--- src/rtl/chronos_mem_pkg.sv ---
// Shared types and defaults for the Chronos unified-memory arbiter, inst_mem and core top.
package chronos_mem_pkg;

    localparam int MEM_LAT_DEF    = 2;
    localparam int STARVE_MAX_DEF = 4;

    typedef enum logic [1:0] {
        IDLE    = 2'd0,
        BUSY_IF = 2'd1,
        BUSY_DM = 2'd2
    } arb_state_t;

    typedef enum logic {
        OWNER_IF = 1'b0,
        OWNER_DM = 1'b1
    } owner_t;

    function automatic arb_state_t busy_state(input owner_t owner);
        return (owner == OWNER_DM) ? BUSY_DM : BUSY_IF;
    endfunction

endpackage

--- src/rtl/mem_arb_lat_timer.sv ---
// Loadable down-counter that tracks the remaining memory latency; done is high at zero.
module mem_arb_lat_timer #(
    parameter int MAX = 2,
    parameter int W   = $clog2(MAX + 1)
) (
    input  logic         clk,
    input  logic         rst,
    input  logic         load,
    input  logic [W-1:0] load_val,
    output logic         done
);

    logic [W-1:0] cnt;

    // Load wins over counting; the counter parks at zero between accesses.
    always_ff @(posedge clk or negedge rst) begin
        if (!rst) begin
            cnt <= '0;
        end else if (load) begin
            cnt <= load_val;
        end else if (cnt != '0) begin
            cnt <= cnt - 1'b1;
        end
    end

    assign done = (cnt == '0);

endmodule

--- src/rtl/mem_port_arbiter.sv ---
// Arbitrates the single-ported unified memory between instruction fetch (IF) and data memory (DM),
// with DM priority and a starvation counter that eventually forces an IF access.
module mem_port_arbiter
    import chronos_mem_pkg::*;
#(
    parameter int ADDR_W     = 32,
    parameter int DATA_W     = 32,
    parameter int MEM_LAT    = MEM_LAT_DEF,
    parameter int STARVE_MAX = STARVE_MAX_DEF
) (
    input  logic                clk,
    input  logic                rst,
    input  logic                if_req,
    input  logic [ADDR_W-1:0]   if_addr,
    output logic                if_gnt,
    output logic                if_rvalid,
    output logic [DATA_W-1:0]   if_rdata,
    input  logic                dm_req,
    input  logic                dm_we,
    input  logic [ADDR_W-1:0]   dm_addr,
    input  logic [DATA_W-1:0]   dm_wdata,
    input  logic [DATA_W/8-1:0] dm_be,
    output logic                dm_gnt,
    output logic                dm_rvalid,
    output logic [DATA_W-1:0]   dm_rdata,
    output logic                mem_req,
    output logic                mem_we,
    output logic [ADDR_W-1:0]   mem_addr,
    output logic [DATA_W-1:0]   mem_wdata,
    output logic [DATA_W/8-1:0] mem_be,
    input  logic [DATA_W-1:0]   mem_rdata,
    output logic                stall_if,
    output logic                stall_dm
);

    localparam int LAT_W = $clog2(MEM_LAT + 1);
    localparam int STV_W = $clog2(STARVE_MAX + 1);
    localparam logic [STV_W-1:0] STARVE_LIM = STV_W'(STARVE_MAX);
    localparam logic [LAT_W-1:0] LAT_LOAD   = LAT_W'(MEM_LAT);

    arb_state_t       state_q, state_d;
    owner_t           winner;
    logic             dm_win, if_win, issue, lat_done;
    logic [STV_W-1:0] starve_cnt;

    // IF is forced only once DM has won STARVE_MAX times in a row while IF was waiting.
    always_comb begin
        dm_win = dm_req & ~(if_req & (starve_cnt == STARVE_LIM));
        if_win = if_req & ~dm_win;
        winner = dm_win ? OWNER_DM : OWNER_IF;
        issue  = (state_q == IDLE) & (dm_win | if_win);
    end

    always_comb begin
        state_d   = state_q;
        if_rvalid = 1'b0;
        dm_rvalid = 1'b0;
        case (state_q)
            IDLE: begin
                if (issue) state_d = busy_state(winner);
            end
            BUSY_IF: begin
                if (lat_done) begin
                    if_rvalid = 1'b1;
                    state_d   = IDLE;
                end
            end
            BUSY_DM: begin
                if (lat_done) begin
                    dm_rvalid = 1'b1;
                    state_d   = IDLE;
                end
            end
            default: state_d = IDLE;
        endcase
    end

    always_ff @(posedge clk or negedge rst) begin
        if (!rst) begin
            state_q <= IDLE;
        end else begin
            state_q <= state_d;
        end
    end

    // Access fields are captured only at the win edge and then held until the next win.
    always_ff @(posedge clk or negedge rst) begin
        if (!rst) begin
            mem_req   <= 1'b0;
            mem_we    <= 1'b0;
            mem_addr  <= '0;
            mem_wdata <= '0;
            mem_be    <= '0;
        end else begin
            mem_req <= issue;
            if (issue) begin
                if (winner == OWNER_DM) begin
                    mem_we    <= dm_we;
                    mem_addr  <= dm_addr;
                    mem_wdata <= dm_wdata;
                    mem_be    <= dm_be;
                end else begin
                    mem_we    <= 1'b0;
                    mem_addr  <= if_addr;
                    mem_wdata <= '0;
                    mem_be    <= '0;
                end
            end
        end
    end

    always_ff @(posedge clk or negedge rst) begin
        if (!rst) begin
            starve_cnt <= '0;
        end else if (state_q == IDLE) begin
            if (!if_req || if_win) begin
                starve_cnt <= '0;
            end else if (dm_win && (starve_cnt != STARVE_LIM)) begin
                starve_cnt <= starve_cnt + 1'b1;
            end
        end
    end

    mem_arb_lat_timer #(
        .MAX (MEM_LAT),
        .W   (LAT_W)
    ) u_lat_timer (
        .clk      (clk),
        .rst      (rst),
        .load     (issue),
        .load_val (LAT_LOAD),
        .done     (lat_done)
    );

    // mem_req is high only in the first BUSY cycle, which doubles as the grant pulse.
    assign if_gnt   = mem_req & (state_q == BUSY_IF);
    assign dm_gnt   = mem_req & (state_q == BUSY_DM);
    assign if_rdata = if_rvalid ? mem_rdata : '0;
    assign dm_rdata = (dm_rvalid & ~mem_we) ? mem_rdata : '0;
    assign stall_if = if_req & ~if_rvalid;
    assign stall_dm = dm_req & ~dm_rvalid;

endmodule
--- config.mk ---
export PLATFORM = sky130hd
export DESIGN_NAME = mem_port_arbiter
export DESIGN_NICKNAME = d
export VERILOG_FILES = /design/src/rtl/chronos_mem_pkg.sv /design/src/rtl/mem_arb_lat_timer.sv /design/src/rtl/mem_port_arbiter.sv
export SDC_FILE = /design/constraint.sdc
export NUM_CORES = 1
export LEC_CHECK = 0
export BUFFER_PORTS_ARGS = -buffer_cell sky130_fd_sc_hd__clkbuf_2
export CORE_AREA = 2 2 107 109
export CTS_BUF_LIST = sky130_fd_sc_hd__clkbuf_8 sky130_fd_sc_hd__clkbuf_16
export CTS_CLUSTER_SIZE = 25
export DETAILED_ROUTE_END_ITERATION = 16
export DIE_AREA = 0 0 109 111
export PLACE_DENSITY = 0.77
export SYNTH_ARGS = -nofsm -noshare
export SYNTH_HDL_FRONTEND = slang
export SYNTH_SLANG_ARGS = --single-unit
--- constraint.sdc ---
create_clock -name clk -period 1.9 [get_ports clk]
set_input_delay 0.095 -clock clk [delete_from_list [all_inputs] [get_ports clk]]
set_output_delay 0.095 -clock clk [all_outputs]
set_load 0.005 [all_outputs]
## Word level (Yosys, flattened, before mapping)

Index checks and enable logic that the tools add are counted.

| word-level totals | value |
|---|---|
| register bits | 77 |

| cells by class | value |
|---|---|
| add/sub/neg operators | 2 |
| muxes and demuxes | 18 |
| bitwise operators | 15 |
| reduce and logical (&&, ||, !) cells | 11 |
| eq/ne operators | 6 |

Operators with widths:

| cell | number |
|---|---|
| two-way mux 32 bit | 4 |
| two-way mux 2 bit | 5 |
| bitwise AND 1 bit | 9 |
| two-way mux 3 bit | 2 |
| nonzero test 2 bit | 3 |
| two-way mux 1 bit | 5 |
| NOT 1 bit | 5 |
| zero test 2 bit | 2 |
| two-way mux 4 bit | 1 |
| one-hot mux 2 bit (2 select lines) | 1 |
| AND reduction 2 bit | 2 |
| adder 3 x 1 -> 3 bit (second input constant) | 1 |
| == test 3 bit (second input constant) | 1 |
| != test 3 bit (second input constant) | 1 |
| == test 2 x 1 -> 1 bit (second input constant) | 1 |
| == test 2 bit (second input constant) | 1 |
| != test 2 x 1 -> 1 bit (second input constant) | 1 |
| != test 2 bit (second input constant) | 1 |
| OR reduction 2 bit | 1 |
| subtractor 2 x 1 -> 2 bit (second input constant) | 1 |
| logical AND 1 bit | 1 |
| zero test 1 bit | 1 |
| logical OR 1 bit | 1 |
| OR 1 bit | 1 |

## Depth between registers and ports, before layout

Gate-level depths: netlist of the first run.

| depth | value |
|---|---|
| depth in word-level cells | 10 |
| gate-level depth with buffers | 7 |
| gate-level depth less buffers | 5 |

## Hierarchy

A second synthesis of the first run with hierarchy kept.

| unflattened totals | value |
|---|---|
| cell total of the unflattened synthesis | 322 |
| area total of the unflattened synthesis | 3737.3 um2 |

Modules (own cells, without submodules):

| module | area an instance (um2) | cells an instance | times used | seq. area each (um2) |
|---|---|---|---|---|
| mem_port_arbiter | 3623.5 | 310 | 1 | 1876.8 |
| mem_arb_lat_timer | 113.9 | 12 | 1 | 50.0 |

## Worst setup path after synthesis of the first run

OpenSTA, ideal clock, no wires.

| timing path | value |
|---|---|
| kind | reg-to-reg |
| start point | register state_q[0] |
| end point | register mem_addr[10] |
| arrival time | 1.368 ns |
| stages on the path, launching flop included | 7 |
| library setup time | 0.126 ns |
| slack | 0.406 ns |
| buffers on the path | 1 |
| data required time | 1.774 ns |
| cell sequence | dfrtp_1 > inv_1 > ha_1 > o21ai_4 > clkbuf_1 > and2_1 > a221o_1 |

| on the way | value |
|---|---|
| cells in the longest elaborated chain, start to end | 2 |

RTL lines:

| item | RTL line | text |
|---|---|---|
| start, declared | mem_port_arbiter.sv:41 | `arb_state_t state_q, state_d;` |
| start signal, assigned | mem_port_arbiter.sv:82 | `state_q <= state_d;` |
| zero test 2 bit | mem_port_arbiter.sv:51 | `issue = (state_q == IDLE) & (dm_win \| if_win);` |
| bitwise AND 1 bit | mem_port_arbiter.sv:51 |  |
| end signal, assigned | mem_port_arbiter.sv:99 | `mem_addr <= dm_addr;` |
| end signal, assigned | mem_port_arbiter.sv:104 | `mem_addr <= if_addr;` |
| end, declared | mem_port_arbiter.sv:28 | `output logic [ADDR_W-1:0] mem_addr,` |

No other way between the ends.
A chain may end at the register's enable or synchronous reset.

## Worst setup path in the final report of the first run

| timing path | value |
|---|---|
| start point | register state_q[0] |
| end point | output port dm_rdata[4] |

| on the way | value |
|---|---|
| cells in the longest elaborated chain, start to end | 4 |

RTL lines:

| item | RTL line | text |
|---|---|---|
| == test 2 bit | mem_port_arbiter.sv:58 | `case (state_q)` |
| two-way mux 1 bit | mem_port_arbiter.sv:58 |  |
| bitwise AND 1 bit | mem_port_arbiter.sv:139 | `assign dm_rdata = (dm_rvalid & ~mem_we) ? mem_rdata : '0;` |
| two-way mux 32 bit | mem_port_arbiter.sv:139 |  |
| end, declared | mem_port_arbiter.sv:25 | `output logic [DATA_W-1:0] dm_rdata,` |

No other way between the ends.

==> key figures, run 1 <==
Worst setup path
  • Sort of element at the end of the critical path: primary output
  • Data required time of the worst path: between 1.5 and 2 ns
  • Cell family contributing the most delay on the critical path: simple AND/OR/NAND/NOR gates
  • Crit start category: flip-flop
  • Worst path cell trace: inv_2, ha_4, nand2_4, nor2_4, clkbuf_16, and2_1, clkbuf_2
  • Worst path max stage delay: between 0.4 and 0.5 ns
  • CP Max Fanout: 8
  • Arrival @ worst endpoint: between 1.5 and 2 ns
  • Buffers and inverters on the worst path: 3
  • Slowest CP cell: sky130_fd_sc_hd__dfrtp_1
  • Worst setup path category: flip-flop to primary output

Logic synthesis
  • Primary flip-flop cell chosen by synthesis mapping: sky130_fd_sc_hd__dfrtp_1
  • Post-synthesis async set-or-reset flop share: 100.0%
  • Synthesized area: about 3700 µm²
  • Syn_nets: between 400 and 500
  • Flip-flop and latch count after synthesis: between 70 and 80
  • Yosys cell types: 28
  • Synthesized-area fraction occupied by ao, oa, aoi and oai cells: about a fifth
  • Instance count of the mapped netlist: roughly 320
  • Multiplexer share of the synthesized area: less than 1%
  • Combinational family with the most area after synthesis: compound AO/OA/AOI/OAI gates
  • Number of enable flip-flop cells after synthesis: 0
  • Post-Synthesis Mean Instance Area: about 12 µm²
  • Part of the Yosys area used for sequential elements: approximately half
  • Synthesized-area fraction occupied by adder cells: under 10%
  • Synth Area in Simple Gates: about a fifth
  • Number of warnings reported in the yosys synthesis log: 0
  • Xor and xnor fraction of the mapped netlist area: less than 1%

Die
  • Horiz. Die Dim: between 100 and 150 µm
  • Die outline area: between 10000 and 15000 µm²
  • Num ports: between 200 and 300
  • Starting Density: approximately a third
  • Floorplan row count: 39
  • Core area: between 10000 and 15000 µm²
  • Vertical extent of the die: around 110 µm

Clock tree
  • Number of buffers added by the clock tree synthesis step: 9
  • CTS tree: done
  • Post-CTS Setup Bufs: 0
  • Total number of H-tree levels: 3
  • Sinks on the clock net: 77
  • Insertion delay to the later sink of the worst-skew pair: 0.33 ns
  • Cell chosen for the clock root: sky130_fd_sc_hd__clkbuf_16
  • Clock transition at the registers of the reported paths: approximately 0.070 ns
  • Maximum root-to-sink buffer count: 2

Cells and area
  • Fraction of layout cells with a size suffix above 1: 47.40%
  • Area of all placed cells without fillers: 6415 µm²
  • Number of nets at the end of the flow: roughly 810
  • Non-Filler Instances: roughly 800
  • Most common library cell in the layout ignoring fill and taps: sky130_fd_sc_hd__clkbuf_2
  • Syn-to-layout area delta: 72.57%
  • Top library cells by usage in the layout, fill and taps aside: sky130_fd_sc_hd__clkbuf_2 (275), sky130_fd_sc_hd__dlygate4sd3_1 (83), sky130_fd_sc_hd__dfrtp_1 (77), sky130_fd_sc_hd__and2_1 (61), sky130_fd_sc_hd__a22o_1 (39)
  • Count of filler cells inserted in the layout: roughly 900
  • Final Util: between 50 and 60%

Run
  • Number of violations of the max-capacitance limit: 0

Outcome
  • Outcome: complete, no violations

Placed design
  • Final Wtd Congestion: 0.8846
  • DP Wirelength: approximately 8400 µm
  • Port Buffers: between 200 and 300
  • Cell count after placement: just over 700
  • Instance area after placement: around 5200 µm²

Power
  • Maximum vdd ir drop: about 0.61 mV
  • Share of power burned in combinational logic: 41.6%
  • Sequential fraction of design power: 35.2%
  • Leakage: about 0.0035 µW
  • Total power per unit cell area: approximately 1200 nW/µm²
  • Switching share of power: between 30% and 40%
  • Cell internal power dissipation: 5243 µW
  • Net switching power: about 2700 µW
  • Clk network pwr share: a little under a quarter

Timing
  • Final count of hold timing violations: 0
  • Transition time at the pin with the least slew margin: 0.7544 ns
  • Top achievable clock speed: 549.7 MHz
  • RSZ-0062 raised after global routing: yes
  • Max-slew violation count: 0
  • Number of endpoints failing setup at the final stage: 0
  • Headroom to the max-slew limit: between 40 and 50%
  • Tcrit/Tclk final: 95.74%
  • Total negative slack for setup checks: 0 ns
  • Post-route clock skew: between 0.01 and 0.015 ns
  • Minimum clock period: 1.819 ns

Routing
  • Detailed-route vias per instance: between 4 and 5
  • Number of violations reported at the end of detailed-routing iteration 0: 365
  • Residual DRC: 0
  • Total number of vias: between 4000 and 5000
  • Remaining antenna violation count after routing: 0
  • Detailed-route wire length: between 10000 and 15000 µm
  • Routed WL per cell: 16.18 µm
  • DRT Pass-1 Iters: 4

Min path
  • Tightest Hold Check Type: input pin to flip-flop

Global routing
  • Overall Global Routing Usage: about a fifth
  • Largest net degree at the start of global routing: 71
  • Initial antenna violation count: 1
  • First-pass GRT wire length: between 15000 and 20000 µm
  • Grt total ovfl: 0
  • Vias in the first global route: a little under 4000
-- power groups by stage --
stage / registers [µW] / clock network [µW] / logic (µW)
2_1_floorplan: 2790 / 0 / 1770
3_3_place_gp: 2780 / 0 / 2930
3_5_place_dp: 2780 / 0 / 3050
4_1_cts: 2780 / 1880 / 3210
5_1_grt: 2880 / 1970 / 3630
6_report: 2800 / 1850 / 3310
-- synth_stat cells, types with 4 or more instances --
cell                       number  share of area, %
sky130_fd_sc_hd__clkbuf_1      11               1.1
sky130_fd_sc_hd__buf_6          8               2.4
sky130_fd_sc_hd__buf_4          6               1.2
sky130_fd_sc_hd__a221o_1       32               8.6
sky130_fd_sc_hd__a22o_1        39               9.2
sky130_fd_sc_hd__and2_1        69                12
sky130_fd_sc_hd__buf_2          4              0.54
sky130_fd_sc_hd__nand2_1        5              0.50
sky130_fd_sc_hd__ha_1           7               2.4
sky130_fd_sc_hd__dfrtp_1       77                52
sky130_fd_sc_hd__inv_1          9              0.91
sky130_fd_sc_hd__and3_1        32               5.4
-- sequential cells by signal, indices dropped and copies added, names as in the netlist --
signal and cells:
mem_addr 32, mem_wdata 32, mem_be 4, starve_cnt 3
state_q 2, u_lat_timer.cnt 2, mem_req 1, mem_we 1
-- area by class of cell --
| type | count | area, µm² | area share [%] |
|---|---|---|---|
| antenna | 1 | 2.502 | 0.03901 |
| tap | 143 | 178.9 | 2.789 |
| clock inverter | 7 | 96.34 | 1.502 |
| timing repair buffer | 368 | 2344 | 36.53 |
| multi-input combinational | 202 | 1604 | 25.00 |
| sequential | 77 | 1927 | 30.04 |
| inverter | 10 | 37.54 | 0.5851 |
| clock buffer | 9 | 225.2 | 3.511 |
-- path summary, 6_finish.rpt --
kind / startpoint / endpoint / slack (ns) / cells after the start
setup / recovery: state_q[0] / dm_rdata[4] / 0.08 / 7
hold / removal: if_addr[23] / mem_addr[23] / 0.01 / 2
setup reg to reg: state_q[1] / mem_wdata[5] / 0.15 / 5
hold reg to reg: mem_wdata[14] / mem_wdata[14] / 0.51 / 1
max in group asynchronous: rst / starve_cnt[0] / 1.00 / 3
min in group asynchronous: rst / mem_wdata[21] / 0.30 / 2
-- cell families (layout without fill, tap and decap cells) --
| logic type | Yosys count | after routing |
|---|---|---|
| compound gates | 77 | 77 |
| buf+inv | 39 | 394 |
| fa+ha+maj | 7 | 7 |
| xor+xnor | 1 | 1 |
| mux | 2 | 2 |
| flops | 77 | 77 |
| other cells | 0 | 1 |
| simple gates | 115 | 115 |
-- routing by layer --
metal / global-route usage, % / up-vias / share of wire [%]
li1: - / 1860 / -
met1: 27.81 / 1955 / 42
met2: 34.08 / 201 / 48
met3: 4.527 / 17 / 8.0
met4: 6.581 / 0 / 1.6
met5: 0 / - / 0
-- repair_timing --
| action | CTS | global route |
|---|---|---|
| endpoints found under the hold margin | 98 | 1 |
| pin swaps | 0 | 1 |
| endpoints found under the setup margin | 32 | 70 |
| hold buffers | 82 | 1 |
| gates cloned | 1 | 1 |
| gates resized for setup | 5 | 16 |
-- through the flow --
| stage | setup slack (ns) | power (µW) | hold WS [ns] |
|---|---|---|---|
| final | 0.08092 | 7957 | 0.01060 |
| after global routing | -0.01511 | 8476 | 0.001497 |
| after CTS | 0.004895 | 7879 | 0.0009266 |
| after detailed placement | 0.04913 | 5830 | 0.1047 |
| after global placement | 0.1428 | 5703 | 0.09201 |
| after floorplan | 0.4056 | 4558 | -0.2006 |
No activity file was read; power rests on OpenSTA's default activity.
==> run 2, diff against run 1 <==
--- a/config.mk
+++ b/config.mk
@@ -5,13 +5,13 @@
 export SDC_FILE = /design/constraint.sdc
 export NUM_CORES = 1
 export LEC_CHECK = 0
-export BUFFER_PORTS_ARGS = -buffer_cell sky130_fd_sc_hd__clkbuf_2
-export CORE_AREA = 2 2 107 109
+export CORE_MARGIN = 10
+export CORE_UTILIZATION = 35
 export CTS_BUF_LIST = sky130_fd_sc_hd__clkbuf_8 sky130_fd_sc_hd__clkbuf_16
 export CTS_CLUSTER_SIZE = 25
 export DETAILED_ROUTE_END_ITERATION = 16
-export DIE_AREA = 0 0 109 111
-export PLACE_DENSITY = 0.77
+export DONT_BUFFER_PORTS = 1
+export PLACE_DENSITY = 0.56
 export SYNTH_ARGS = -nofsm -noshare
 export SYNTH_HDL_FRONTEND = slang
 export SYNTH_SLANG_ARGS = --single-unit
==> run 2 against run 1 <==
  * The run now fails in clock tree synthesis (4_1_cts)
  * Synthesized cell count unchanged
  * Area after synthesis stayed put
==> key figures, run 2 <==
Placed design
  • Final Wtd Congestion: between 0.7 and 0.8
  • Port Buffers: 0
  • DP Wirelength: around 8900 µm
  • Pre-CTS setup slack: ~0.15 ns

Logic synthesis
  • Primary flip-flop cell chosen by synthesis mapping: sky130_fd_sc_hd__dfrtp_1
  • Number of enable flip-flop cells after synthesis: 0
  • Largest cells by area after synthesis: sky130_fd_sc_hd__dfrtp_1 (52%), sky130_fd_sc_hd__and2_1 (12%), sky130_fd_sc_hd__a22o_1 (9.2%), sky130_fd_sc_hd__a221o_1 (8.6%), sky130_fd_sc_hd__and3_1 (5.4%)
  • Share of the synthesized area in the top cell type: 51.83%
  • Flip-flop and latch count after synthesis: 77
  • Yosys cell types: 28
  • Commonest cells in the synthesized netlist: sky130_fd_sc_hd__dfrtp_1 (77), sky130_fd_sc_hd__and2_1 (69), sky130_fd_sc_hd__a22o_1 (39), sky130_fd_sc_hd__a221o_1 (32), sky130_fd_sc_hd__and3_1 (32)
  • Yosys top cell by area: sky130_fd_sc_hd__dfrtp_1
  • Post-Synthesis Mean Instance Area: about 12 µm²
  • Syn_nets: ~460
  • Number of warnings reported in the yosys synthesis log: 0
  • Instance count of the mapped netlist: roughly 320
  • Synthesized area: 3717 µm²
  • Part of the Yosys area used for sequential elements: 51.83%
  • Post-synthesis async set-or-reset flop share: 100.0%
  • Leading cell type by number of instances after synthesis: sky130_fd_sc_hd__dfrtp_1

Clock tree
  • Total number of H-tree levels: 3
  • Cell chosen for the clock root: sky130_fd_sc_hd__clkbuf_8
  • Post-CTS Setup Bufs: 0
  • Maximum root-to-sink buffer count: 2
  • Sinks on the clock net: 77
  • Post-CTS Resized: 0
  • Hold_buf cts: between 100 and 150
  • Number of buffers added by the clock tree synthesis step: 9

Die
  • Horiz. Die Dim: approximately 120 µm
  • Num ports: ~280
  • Starting Density: about 36%
  • Floorplan row count: 37
  • Vertical extent of the die: between 100 and 150 µm

Outcome
  • Outcome: stopped before the end
  • Stage where the flow stopped: clock tree synthesis (4_1_cts)
  • Error msg: [ERROR RSZ-0060] Max buffer count reached.
run 2: per-stage QoR:
stage,area (µm²),hold slack (ns),cells
after floorplan,3717,-0.2006,318
after global placement,3771,-0.1982,434
after detailed placement,3771,-0.1981,434
run 2: cells by family after synthesis:
kind of cell / Yosys count / share of synthesized area (%)
and+or+nand+nor: 115 / 18.85
buffers and inverters: 39 / 6.294
adders and majority gates: 7 / 2.356
AOI/OAI and AO/OA: 77 / 19.86
xor gates and xnor gates: 1 / 0.2357
muxes: 2 / 0.5722
DFF: 77 / 51.83
==> run 3, diff against run 2 <==
--- a/config.mk
+++ b/config.mk
@@ -6,12 +6,10 @@
 export NUM_CORES = 1
 export LEC_CHECK = 0
 export CORE_MARGIN = 10
-export CORE_UTILIZATION = 35
-export CTS_BUF_LIST = sky130_fd_sc_hd__clkbuf_8 sky130_fd_sc_hd__clkbuf_16
-export CTS_CLUSTER_SIZE = 25
+export CORE_UTILIZATION = 20
 export DETAILED_ROUTE_END_ITERATION = 16
 export DONT_BUFFER_PORTS = 1
-export PLACE_DENSITY = 0.56
+export PLACE_DENSITY_LB_ADDON = 0.15
 export SYNTH_ARGS = -nofsm -noshare
 export SYNTH_HDL_FRONTEND = slang
 export SYNTH_SLANG_ARGS = --single-unit
==> run 3 against run 2 <==
  * The flow now finishes without violations
==> key figures, run 3 (synthesis gave the netlist of run 1 again) <==
Worst setup path
  • Buffers and inverters on the worst path: 2
  • Worst path cell trace: inv_1, ha_1, nand2_1, nor2_1, buf_6, and2_1
  • Cell family contributing the most delay on the critical path: simple AND/OR/NAND/NOR gates
  • Crit start category: flip-flop
  • Worst path max stage delay: 0.39 ns
  • RR Startpoint: state_q[1]
  • Slowest CP cell: sky130_fd_sc_hd__dfrtp_1
  • Data required time of the worst path: approximately 1.8 ns
  • Worst reg2reg endpoint: mem_addr[8]
  • Setup slack of the worst register-to-register path: between 0.15 and 0.2 ns
  • CP Max Fanout: 32
  • Sort of element at the end of the critical path: primary output
  • Arrival @ worst endpoint: ~1.7 ns
  • Worst setup path category: flip-flop to primary output
  • Worst setup path startpoint: u_lat_timer.cnt[0]
  • Number of cells on the worst reg-to-reg path: 5

Min path
  • Number of instances on the worst hold path: 2
  • Tightest Hold Check Type: input pin to flip-flop
  • End point of the worst hold path: state_q[0]
  • Hold Path Origin: if_req

Cells and area
  • Most common library cell in the layout ignoring fill and taps: sky130_fd_sc_hd__dlygate4sd3_1
  • Largest registers: mem_addr: 32 flops, mem_wdata: 32 flops, mem_be: 4 flops
  • Syn-to-layout area delta: 41.10%
  • Final Util: 28.90%
  • Fraction of layout cells with a size suffix above 1: 6.475%
  • Count of filler cells inserted in the layout: 1811
  • Area of all placed cells without fillers: between 5000 and 6000 µm²
  • Non-Filler Instances: between 600 and 700
  • Top library cells by usage in the layout, fill and taps aside: sky130_fd_sc_hd__dlygate4sd3_1 (105), sky130_fd_sc_hd__dfrtp_1 (77), sky130_fd_sc_hd__and2_1 (69), sky130_fd_sc_hd__a22o_1 (39)
  • Number of nets at the end of the flow: 557

Clock tree
  • Post-CTS Setup Bufs: 0
  • Total number of H-tree levels: 3
  • Clock transition at the registers of the reported paths: ~0.060 ns
  • Maximum root-to-sink buffer count: 2
  • Insertion delay to the later sink of the worst-skew pair: ~0.33 ns
  • Number of buffers added by the clock tree synthesis step: 9
  • Cell chosen for the clock root: sky130_fd_sc_hd__clkbuf_16
  • CTS tree: done
  • Sinks on the clock net: 77

Placed design
  • Port Buffers: 0
  • Cell count after placement: ~530
  • DP Wirelength: ~9400 µm
  • Final Wtd Congestion: ~0.73
  • Instance area after placement: ~3900 µm²

Die
  • Die outline area: around 24000 µm²
  • Starting Density: ~20%
  • Core area: between 15000 and 20000 µm²
  • Horiz. Die Dim: 156.3 µm
  • Vertical extent of the die: ~160 µm
  • Floorplan row count: between 40 and 50
  • Num ports: 277

Global routing
  • First-pass GRT wire length: 20470 µm
  • Grt total ovfl: 0
  • Vias in the first global route: between 3000 and 4000
  • Initial antenna violation count: 1
  • Overall Global Routing Usage: a little over a tenth
  • Largest net degree at the start of global routing: between 70 and 80

Routing
  • Number of violations reported at the end of detailed-routing iteration 0: 165
  • Detailed-route wire length: roughly 14000 µm
  • Residual DRC: 0
  • Detailed-route vias per instance: about 4.6
  • Total number of vias: 3004
  • DRT Pass-1 Iters: 5
  • Remaining antenna violation count after routing: 0
  • Routed WL per cell: between 20 and 25 µm

Power
  • Leakage: about 0.0024 µW
  • Clk network pwr share: a little under a quarter
  • PnR Total Power: about 6900 µW
  • Sequential fraction of design power: about 44%
  • Cell internal power dissipation: between 4000 and 5000 µW
  • Switching share of power: a little over a third
  • Maximum vdd ir drop: roughly 0.45 mV
  • Net switching power: ~2400 µW
  • Total power per unit cell area: approximately 1300 nW/µm²
  • Share of power burned in combinational logic: about a third

Timing
  • Minimum clock period: ~1.8 ns
  • Number of endpoints failing setup at the final stage: 0
  • Transition time at the pin with the least slew margin: 0.8486 ns
  • Total negative slack for setup checks: 0 ns
  • Final count of hold timing violations: 0
  • Top achievable clock speed: 566.6 MHz
  • RSZ-0062 raised after global routing: no
  • Tcrit/Tclk final: 92.89%
  • Max-slew violation count: 0
  • Headroom to the max-slew limit: a little over two fifths
  • Post-route clock skew: about 0.0053 ns

Outcome
  • Outcome: complete, no violations

Run
  • Number of violations of the max-capacitance limit: 0
run 3: power groups by stage:
stage / clock (µW) / sequential (µW) / combinational (µW)
after floorplan: 0 / 2790 / 1770
after global placement: 0 / 3110 / 2020
after detailed placement: 0 / 3060 / 2070
after CTS: 1650 / 3050 / 2250
after global routing: 1710 / 3140 / 2550
final: 1560 / 3030 / 2290
run 3: layout make-up:
type                            count  area (µm²)  area share, %
Multi-Input combinational cell    202        1559          29.72
Timing Repair Buffer              113        1172          22.35
Clock inverter                      2       10.01         0.1908
Clock buffer                       13       250.2          4.771
Sequential cell                    77        1927          36.74
Inverter                           10       37.54         0.7156
Tap cell                          229       286.5          5.463
Antenna cell                        1       2.502        0.04771
run 3: how the worst max path moves through the flow:
stage	end	slack, ns	depth (start not counted)
floorplan	mem_addr[10]	0.41	6
global placement	mem_addr[1]	0.21	5
detailed placement	mem_addr[7]	0.16	5
CTS	dm_rdata[31]	0.07	6
global route	dm_rdata[17]	0.03	6
finish	dm_rdata[11]	0.14	6
run 3: routing by layer:
layer	wire [µm]	up-vias	global-route usage, %
met1	5157	1480	11.90
met2	6979	159	17.37
met4	198	0	3.326
met5	0	-	0
li1	-	1349	-
met3	1482	16	5.044
run 3: through the flow:
step | hold WS, ns | worst slack, ns
floorplan | -0.2006 | 0.4056
global placement | -0.1972 | 0.2055
detailed placement | -0.1975 | 0.1603
CTS | -0.5720 | 0.06508
global route | 0.04221 | 0.03030
finish | 0.04380 | 0.1350
run 3: what timing repair did:
action / in CTS / in global routing
setup endpoints to repair: 0 / 18
hold endpoints to repair: 149 / 77
hold buffers: 104 / 2
gates resized for setup: 0 / 2
==> run 4, diff against run 3 <==
--- a/config.mk
+++ b/config.mk
@@ -6,7 +6,7 @@
 export NUM_CORES = 1
 export LEC_CHECK = 0
 export CORE_MARGIN = 10
-export CORE_UTILIZATION = 20
+export CORE_UTILIZATION = 25
 export DETAILED_ROUTE_END_ITERATION = 16
 export DONT_BUFFER_PORTS = 1
 export PLACE_DENSITY_LB_ADDON = 0.15
==> run 4 against run 3 <==
  * Synthesized cell count is the same
  * Area after synthesis is the same
  * The flow now stops in clock tree synthesis (4_1_cts)
==> key figures, run 4 <==
Logic synthesis
  • Yosys cell types: 28
  • Post-Synthesis Mean Instance Area: ~12 µm²
  • Synthesized area: about 3700 µm²
  • Commonest cells in the synthesized netlist: sky130_fd_sc_hd__dfrtp_1 (77), sky130_fd_sc_hd__and2_1 (69), sky130_fd_sc_hd__a22o_1 (39), sky130_fd_sc_hd__a221o_1 (32), sky130_fd_sc_hd__and3_1 (32)
  • Instance count of the mapped netlist: approximately 320
  • Largest cells by area after synthesis: sky130_fd_sc_hd__dfrtp_1 (52%), sky130_fd_sc_hd__and2_1 (12%), sky130_fd_sc_hd__a22o_1 (9.2%), sky130_fd_sc_hd__a221o_1 (8.6%), sky130_fd_sc_hd__and3_1 (5.4%)
  • Share of the synthesized area in the top cell type: 51.83%
  • Flip-flop and latch count after synthesis: 77
  • Part of the Yosys area used for sequential elements: about half
  • Number of warnings reported in the yosys synthesis log: 0
  • Number of enable flip-flop cells after synthesis: 0
  • Primary flip-flop cell chosen by synthesis mapping: sky130_fd_sc_hd__dfrtp_1
  • Post-synthesis async set-or-reset flop share: 100.0%
  • Leading cell type by number of instances after synthesis: sky130_fd_sc_hd__dfrtp_1
  • Yosys top cell by area: sky130_fd_sc_hd__dfrtp_1
  • Syn_nets: 462

Placed design
  • Port Buffers: 0
  • Instance area after placement: 3856 µm²
  • DP Wirelength: 9335 µm
  • Final Wtd Congestion: between 0.7 and 0.8

Outcome
  • Error msg: [ERROR RSZ-0060] Max buffer count reached.
  • Outcome: stopped before the end
  • Stage where the flow stopped: clock tree synthesis (4_1_cts)

Clock tree
  • Cell chosen for the clock root: sky130_fd_sc_hd__clkbuf_16
  • Sinks on the clock net: 77
  • Total number of H-tree levels: 3
  • Maximum root-to-sink buffer count: 2
  • Number of buffers added by the clock tree synthesis step: 9
  • Hold_buf cts: about 100
  • Post-CTS Resized: 0
  • Post-CTS Setup Bufs: 0

Die
  • Vertical extent of the die: 141.9 µm
  • Horiz. Die Dim: between 100 and 150 µm
  • Starting Density: 25.58%
  • Floorplan row count: 44
  • Num ports: around 280
## run 4: logic make-up after synthesis
group           share of synthesized area (%)
flops                                   51.83
mux                                    0.5722
fa+ha+maj                               2.356
simple gates                            18.85
xor+xnor                               0.2357
compound gates                          19.86
buf+inv                                 6.294
## run 4: through the flow
stage / instances / setup WS (ns)
after floorplan: 318 / 0.4056
after global placement: 482 / 0.2386
after detailed placement: 482 / 0.1891
